$ cat config.mk
export PLATFORM = sky130hd
export DESIGN_NAME = spi_tx
export DESIGN_NICKNAME = d
export VERILOG_FILES = /design/src/rtl/spi_pkg.sv /design/src/rtl/spi_clkgen.sv /design/src/rtl/spi_tx.sv
export SDC_FILE = /design/constraint.sdc
export NUM_CORES = 1
export LEC_CHECK = 0
export CAP_MARGIN = 20
export CORE_MARGIN = 8
export CORE_UTILIZATION = 40
export CTS_BUF_LIST = sky130_fd_sc_hd__clkbuf_8
export DETAILED_ROUTE_END_ITERATION = 10
export DONT_BUFFER_PORTS = 1
export PLACE_DENSITY_LB_ADDON = 0.3
export SYNTH_ARGS = -nofsm -noshare
export SYNTH_HDL_FRONTEND = slang
export SYNTH_HIERARCHICAL = 1
export SYNTH_SLANG_ARGS = --single-unit
$ cat constraint.sdc
create_clock -name clk -period 6.2 [get_ports clk]
set_clock_uncertainty 0.05 [all_clocks]
set_input_delay 1.24 -clock clk [delete_from_list [all_inputs] [get_ports clk]]
set_output_delay 1.24 -clock clk [all_outputs]
set_load 0.01 [all_outputs]
$ cat src/rtl/spi_pkg.sv
// rtl/spi_pkg.sv - shared SPI bus timing defaults and FSM state encoding.
package spi_pkg;

  typedef enum logic [1:0] {
    IDLE  = 2'b00,
    LEAD  = 2'b01,
    SHIFT = 2'b10,
    TRAIL = 2'b11
  } state_t;

  // Defaults shared with the receiver so both ends agree on bus timing.
  localparam int DEF_BITS = 16;
  localparam int DEF_HALF = 3;
  localparam int DEF_LEAD = 2;

  function automatic int cnt_w(input int n);
    return (n > 1) ? $clog2(n) : 1;
  endfunction

endpackage

$ cat src/rtl/spi_clkgen.sv
// rtl/spi_clkgen.sv - sclk phase generator; registered sclk plus end-of-bit strobe.
module spi_clkgen
  import spi_pkg::*;
#(
  parameter int half = DEF_HALF
) (
  input  logic clk,
  input  logic rst,
  input  logic i_en,
  input  logic i_run_next,
  output logic o_sclk,
  output logic o_bit_end
);

  localparam int HW = cnt_w(half);
  localparam logic [HW-1:0] HALF_LAST = HW'(half - 1);

  logic [HW-1:0] r_cnt;
  logic          r_hi;
  logic          r_sclk;
  logic          w_half_end;
  logic          w_hi_next;

  assign w_half_end = i_en && (r_cnt == HALF_LAST);
  assign w_hi_next  = i_en ? (r_hi ^ w_half_end) : 1'b0;

  // sclk is computed from the next phase so the output is a plain flop.
  always_ff @(posedge clk or negedge rst) begin
    if (!rst) begin
      r_cnt  <= '0;
      r_hi   <= 1'b0;
      r_sclk <= 1'b1;
    end else begin
      if (!i_en || w_half_end) r_cnt <= '0;
      else                     r_cnt <= r_cnt + HW'(1);
      r_hi   <= w_hi_next;
      r_sclk <= !(i_run_next && !w_hi_next);
    end
  end

  assign o_sclk    = r_sclk;
  assign o_bit_end = w_half_end && r_hi;

endmodule

$ cat src/rtl/spi_tx.sv
// rtl/spi_tx.sv - SPI master transmitter (ss low, sclk idle high, slave samples on fall).
// Optional build macro SPI_TX_LSB_FIRST_EN sends the word LSB first.
module spi_tx
  import spi_pkg::*;
#(
  parameter int bits = DEF_BITS,
  parameter int half = DEF_HALF,
  parameter int lead = DEF_LEAD
) (
  input  logic            clk,
  input  logic            rst,
  input  logic            start,
  input  logic [bits-1:0] data_in,
  output logic            ss,
  output logic            sclk,
  output logic            mosi,
  output logic            busy,
  output logic            done
);

  localparam int PW = cnt_w((half > lead) ? half : lead);
  localparam int BW = $clog2(bits) + 1;
  localparam logic [PW-1:0] LEAD_LAST = PW'(lead - 1);

  state_t          r_state, w_state_next;
  logic [PW-1:0]   r_lcnt, w_lcnt_next;
  logic [BW-1:0]   r_bcnt, w_bcnt_next;
  logic [bits-1:0] r_shr, w_shr_next;
  logic [bits-1:0] w_shr_shifted;
  logic            r_ss, r_busy, r_done;
  logic            w_done_next;
  logic            w_bit_end;
  logic            w_lead_end;

`ifdef SPI_TX_LSB_FIRST_EN
  assign w_shr_shifted = {1'b0, r_shr[bits-1:1]};
  assign mosi          = r_shr[0];
`else
  assign w_shr_shifted = {r_shr[bits-2:0], 1'b0};
  assign mosi          = r_shr[bits-1];
`endif

  assign w_lead_end = (r_lcnt == LEAD_LAST);

  spi_clkgen #(.half(half)) u_clkgen (
    .clk       (clk),
    .rst       (rst),
    .i_en      (r_state == SHIFT),
    .i_run_next(w_state_next == SHIFT),
    .o_sclk    (sclk),
    .o_bit_end (w_bit_end)
  );

  always_comb begin
    w_state_next = r_state;
    w_lcnt_next  = r_lcnt;
    w_bcnt_next  = r_bcnt;
    w_shr_next   = r_shr;
    w_done_next  = 1'b0;
    case (r_state)
      IDLE: begin
        if (start) begin
          w_shr_next   = data_in;
          w_bcnt_next  = BW'(bits);
          w_lcnt_next  = '0;
          w_state_next = LEAD;
        end
      end
      LEAD: begin
        if (w_lead_end) begin
          w_lcnt_next  = '0;
          w_state_next = SHIFT;
        end else begin
          w_lcnt_next = r_lcnt + PW'(1);
        end
      end
      SHIFT: begin
        if (w_bit_end) begin
          w_shr_next  = w_shr_shifted;
          w_bcnt_next = r_bcnt - BW'(1);
          if (r_bcnt == BW'(1)) w_state_next = TRAIL;
        end
      end
      TRAIL: begin
        if (w_lead_end) begin
          w_lcnt_next  = '0;
          w_state_next = IDLE;
          w_done_next  = 1'b1;
        end else begin
          w_lcnt_next = r_lcnt + PW'(1);
        end
      end
      default: w_state_next = IDLE;
    endcase
  end

  always_ff @(posedge clk or negedge rst) begin
    if (!rst) begin
      r_state <= IDLE;
      r_lcnt  <= '0;
      r_bcnt  <= '0;
      r_shr   <= '0;
      r_ss    <= 1'b1;
      r_busy  <= 1'b0;
      r_done  <= 1'b0;
    end else begin
      r_state <= w_state_next;
      r_lcnt  <= w_lcnt_next;
      r_bcnt  <= w_bcnt_next;
      r_shr   <= w_shr_next;
      r_ss    <= (w_state_next == IDLE);
      r_busy  <= (w_state_next != IDLE);
      r_done  <= w_done_next;
    end
  end

  assign ss   = r_ss;
  assign busy = r_busy;
  assign done = r_done;

endmodule

# Word level (Yosys, flattened, before mapping)
# Cells that the tools add are included.
op_classes:
  n_eq_ne: 9
  add_sub_neg: 3
  n_reduce_logical: 15
  bitwise_logic: 1
  mux: 19
ops:
  columns: ["op", "n"]
  rows:
  - ["16-bit 2-to-1 mux", 2]
  - ["16-bit case mux with 2 select lines", 1]
  - ["2-bit 2-to-1 mux", 8]
  - ["5-bit 2-to-1 mux", 2]
  - ["5-bit case mux with 2 select lines", 1]
  - ["2-bit == test (second input constant)", 4]
  - ["2-bit case mux with 4 select lines", 1]
  - ["2-bit nonzero test", 3]
  - ["5-bit by 1-bit == test with 1-bit output (second input constant)", 1]
  - ["5-bit by 1-bit subtractor with 5-bit output (second input constant)", 1]
  - ["2-bit by 1-bit adder with 2-bit output (second input constant)", 2]
  - ["2-bit by 1-bit == test with 1-bit output (second input constant)", 2]
  - ["2-bit logical NOT", 2]
  - ["2-bit inequality test (second input constant)", 2]
  - ["2-bit case mux with 2 select lines", 1]
  - ["1-bit logical AND", 3]
  - ["1-bit logical NOT", 3]
  - ["1-bit 2-to-1 mux", 3]
  - ["3-bit AND reduction", 1]
  - ["2-bit AND reduction", 1]
  - ["2-bit OR reduction", 1]
  - ["1-bit logical OR", 1]
  - ["1-bit bitwise XOR", 1]
totals:
  regBits: 32

# Depth between registers and ports, before layout
depth:
  ltp_word: 8
  depth_mapped: 10
  ltp_nobuf: 7

# Hierarchy
# The synthesis kept the hierarchy.
modules_own_cells:
  columns: ["mod", "area_each_um2", "cells_per_inst", "n_inst", "seq_area_each_um2"]
  rows:
  - ["spi_tx", 1475.2, 105, 1, 701.9]
  - ["spi_clkgen", 180.2, 12, 1, 101.3]

# Worst setup path after synthesis
# Ideal clock, no wire load.
synth_timing:
  path_kind: "input to register"
  start: "input start"
  end: "register r_shr[10]"
  required_ps: 6025
  arrival_time_ps: 2235
  setup_slack_ps: 3790
  path_stages: 5
  cell_sequence: "or3b_1 > buf_6 > nand2_8 > buf_12 > mux2_4"
synth_via:
  elab_chain_cells: 2
synth_lines:
  columns: ["element", "line", "rtl"]
  rows:
  - ["from (decl)", "spi_tx.sv:12", "input logic start,"]
  - ["2-bit inequality test (no line)", null, null]
  - ["3-bit AND reduction (no line)", null, null]
  - ["to (signal assigned)", "spi_tx.sv:110", "r_shr <= w_shr_next;"]
  - ["to (decl)", "spi_tx.sv:28", "logic [bits-1:0] r_shr, w_shr_next;"]
# Every way passes these cells.
# A chain may end at the register's enable or synchronous reset.

# Worst setup path in the final report
layout_timing:
  start: "register r_state[1]"
  end: "register r_shr[2]"
layout_via:
  elab_chain_cells: 5
  word_cells_on_any_way: 9
  cone_classes: "eq/ne (3); mux (1); reduce/logical (5)"
layout_lines:
  columns: ["element", "line", "rtl"]
  rows:
  - ["from (decl)", "spi_tx.sv:25", "state_t r_state, w_state_next;"]
  - ["from (signal assigned)", "spi_tx.sv:107", "r_state <= w_state_next;"]
  - ["2-bit == test", "spi_tx.sv:48", ".i_en (r_state == SHIFT),"]
  - ["1-bit logical AND", "spi_clkgen.sv:24", "assign w_half_end = i_en && (r_cnt == HALF_LAST);"]
  - ["1-bit logical AND", "spi_clkgen.sv:42", "assign o_bit_end = w_half_end && r_hi;"]
  - ["net w_bit_end", "spi_tx.sv:32", "logic w_bit_end;"]
  - ["2-bit inequality test (no line)", null, null]
  - ["3-bit AND reduction (no line)", null, null]
# The timed path passes the listed nets, and every way through them passes these cells.

==> results.sh <==
export IMPL_status="complete, no violations"
export IMPL_path_delay_family="simple AND/OR/NAND/NOR gates"
export IMPL_slowest_stage="nor2b_4"
export IMPL_max_freq_ghz=0.389
export IMPL_vias_per_cell=5.10
export IMPL_cap_violations=0
export IMPL_core_area_um2=4000
export IMPL_critPathLaunchType="flip-flop"
export IMPL_p_leak_nw=0.791
export IMPL_powerDensity_nw_per_um2=486
export IMPL_place_congestion=0.723
export IMPL_dieArea_um2=6450
export IMPL_met2_length_um=1330
export IMPL_hold_violations=0
export IMPL_synth_area_leader_cell="dfrtp_1"
export IMPL_drt_pass1_iterations=4
export IMPL_grt_pass1_wl_um=4460
export IMPL_critPathBufInv=0
export IMPL_final_util=0.434
export IMPL_rsz0062_at_grt="false"
export IMPL_holdBufCountCts=0
export IMPL_cts_num_sinks=32
export IMPL_clk_pin_slew_ns=0.06
export IMPL_dpl_hpwl_um=1850
export IMPL_grt_max_degree=33
export IMPL_fp_dieH_um=80.3
export IMPL_cp_arrival_ns=2.68
export IMPL_synth_top_area_share=0.454
export IMPL_path_class="reg -> reg"
export IMPL_fin_setup_tns_ns=0
export IMPL_critPathMaxFanout=22
export IMPL_final_antenna_net_count=0
export IMPL_die_w_um=80.3
export IMPL_ctsResizeCount=0
export IMPL_rows=23
export IMPL_grt_overflow_total=0
export IMPL_ys_types=34
export IMPL_drive_gt1_frac=0.420
export IMPL_nets=141
export IMPL_seqCellArea_um2=803
export IMPL_wl_met3_um=127
export IMPL_drt_total_wl_um=2680
export IMPL_cts_setup_buffers=0
export IMPL_hold_path_class="reg -> reg"
export IMPL_syn_inst=117
export IMPL_start_util=0.414
export IMPL_multi_input_area_um2=761
export IMPL_ir_worst_vdd_v=0.000196
export IMPL_io_pins=24
export IMPL_antennaDiodeCount=0
export IMPL_io_buffers=0
export IMPL_end_kind="flip-flop"
export IMPL_syn_nets=140
export IMPL_critPathMaxStageDelay_ns=0.63
export IMPL_tightest_slew_ns=0.649
export IMPL_drc=0
export IMPL_netlist_top_cells_area="dfrtp_1 (45%), mux2_4 (15%), mux2_2 (9.5%), dfstp_2 (3.2%), ha_1 (3.0%)"
export IMPL_setup_viol=0
export IMPL_cts_buffers=5
export IMPL_clk_latency_ns=0.27
export IMPL_yosys_warnings=6
export IMPL_cp_cell_sequence="nor2b_4 > and2_2 > ha_1 > nand3b_4 > nand2_8 > mux2_2"
export IMPL_m1WireLength_um=1190
export IMPL_yosysSeqAreaShare=0.485
export IMPL_antenna_found_initial=0
export IMPL_cts_root_buf="clkbuf_8"
export IMPL_wl_per_cell_um=15.9
export IMPL_fin_crit_sh=0.415
export IMPL_clockBufferDepth=2
export IMPL_fill_cells=357
export IMPL_slew_headroom=0.566
export IMPL_grt_usage=0.0911
export IMPL_top_layer_used="met4"
export IMPL_grt_pass1_vias=919
export IMPL_cts_max_level=2
export IMPL_drt_initial_drc_count=53
export IMPL_area_growth_synth_to_final_pct=4.99
export IMPL_maxSlewViolCount=0
export IMPL_syn_area_um2=1660
export IMPL_num_vias=862
export IMPL_ys_seq_elements=32
export IMPL_cts_tree="done"
export IMPL_syn_avg_cell_area_um2=14.1
export IMPL_worstPathRequired_ns=6.31
export IMPL_min_period_ns=2.57
==> cells in the mapped netlist <==
cell type	n
buf_12	1
nor3b_1	1
o21ai_0	1
nor4b_1	1
buf_8	1
ha_1	4
buf_6	4
nand2_8	1
mux2i_1	3
mux2_4	16
nand2b_1	1
o22ai_1	1
dfstp_2	2
mux2_2	14
a21bo_2	1
nor2b_4	1
nand3_1	4
nand3b_4	1
nor2b_1	1
xor2_1	1
inv_1	3
nor4_1	1
nand2_1	7
o2bb2ai_1	1
or3b_1	1
and2_2	2
xnor2_1	1
dfrtp_1	30
and3_2	2
nand4b_1	1
nor3_1	2
nor3b_2	2
or2_2	1
nor2_1	3
==> layout by cell type, fill, tap and decap left out, types with 2 or more instances in the layout <==
master and n:
mux2_2 14, nor3_1 2, dfstp_2 2, and3_2 2
nor3b_2 2, nor2_1 3, dfrtp_1 30, mux2_4 16
nand3_1 4, mux2i_1 3, and2_2 2, nand2_1 7
clkbuf_8 7, inv_1 4, ha_1 4
==> worst reg2reg max path, delay by kind of cell (launching register included) <==
family | cells | cell delay, ns
flip-flops | 1 | 0.53
AND/OR/NAND/NOR | 4 | 1.25
adder cells (fa/ha/maj) | 1 | 0.25
multiplexers | 1 | 0.37
==> state kept, by name (all words and copies together) (netlist names) <==
| name | flops |
|---|---|
| done | 1 |
| r_bcnt | 5 |
| u_clkgen/o_sclk | 1 |
| u_clkgen/r_hi | 1 |
| r_shr | 16 |
| busy | 1 |
| ss | 1 |
| r_lcnt | 2 |
| u_clkgen/r_cnt | 2 |
| r_state | 2 |
==> power breakdown <==
part	internal (W)	switching, W
logic	0.000199	0.000111
clock network	0.0000995	0.0000697
registers	0.000298	0.0000675
==> cell families (layout without fill, tap and decap cells) <==
family                   Yosys count  in the layout  share of synthesized area
multiplexers                      33             33                      0.259
flip-flops                        32             32                      0.485
adder cells (fa/ha/maj)            4              4                     0.0302
AO/OA/AOI/OAI                      4              4                     0.0181
buffers and inverters              9             11                     0.0552
AND/OR/NAND/NOR                   33             33                      0.142
XOR/XNOR                           2              2                     0.0106
==> final timing paths <==
kind / startpoint / endpoint / slack (ns) / cells after the start
worst min register to register: u_clkgen/r_cnt[0] / u_clkgen/r_cnt[0] / 0.41 / 1
worst min-delay path: u_clkgen/r_cnt[0] / u_clkgen/r_cnt[0] / 0.41 / 1
min in group asynchronous: rst / r_shr[13] / 0.61 / 0
max in group asynchronous: rst / u_clkgen/o_sclk / 5.31 / 0
worst max-delay path: r_state[1] / r_shr[2] / 3.63 / 6
worst max register to register: r_state[1] / r_shr[2] / 3.63 / 6
==> stage by stage <==
stage	setup WS [ns]	hold slack [ns]	power (W)	instance area, µm²	std cells
6_report	3.63	0.406	0.000845	1740	169
3_3_place_gp	3.69	0.387	0.000665	1640	161
5_1_grt	3.49	0.419	0.000903	1740	169
2_1_floorplan	3.79	0.373	0.000674	1660	117
3_5_place_dp	3.64	0.399	0.000679	1640	161
4_1_cts	3.61	0.408	0.000857	1740	169
==> metal layers <==
layer,GRT usage,vias up
li1,-,408
met3,0.0480,5
met2,0.142,14
met5,0,-
met4,0.0382,0
met1,0.102,435
==> cell type report <==
class	count	share of cell area
Sequential cell	32	0.462
Multi-Input combinational cell	76	0.438
Clock buffer	7	0.0554
Tap cell	50	0.0360
Inverter	3	0.00648
Clock inverter	1	0.00216
No activity file was read; power rests on OpenSTA's default activity.
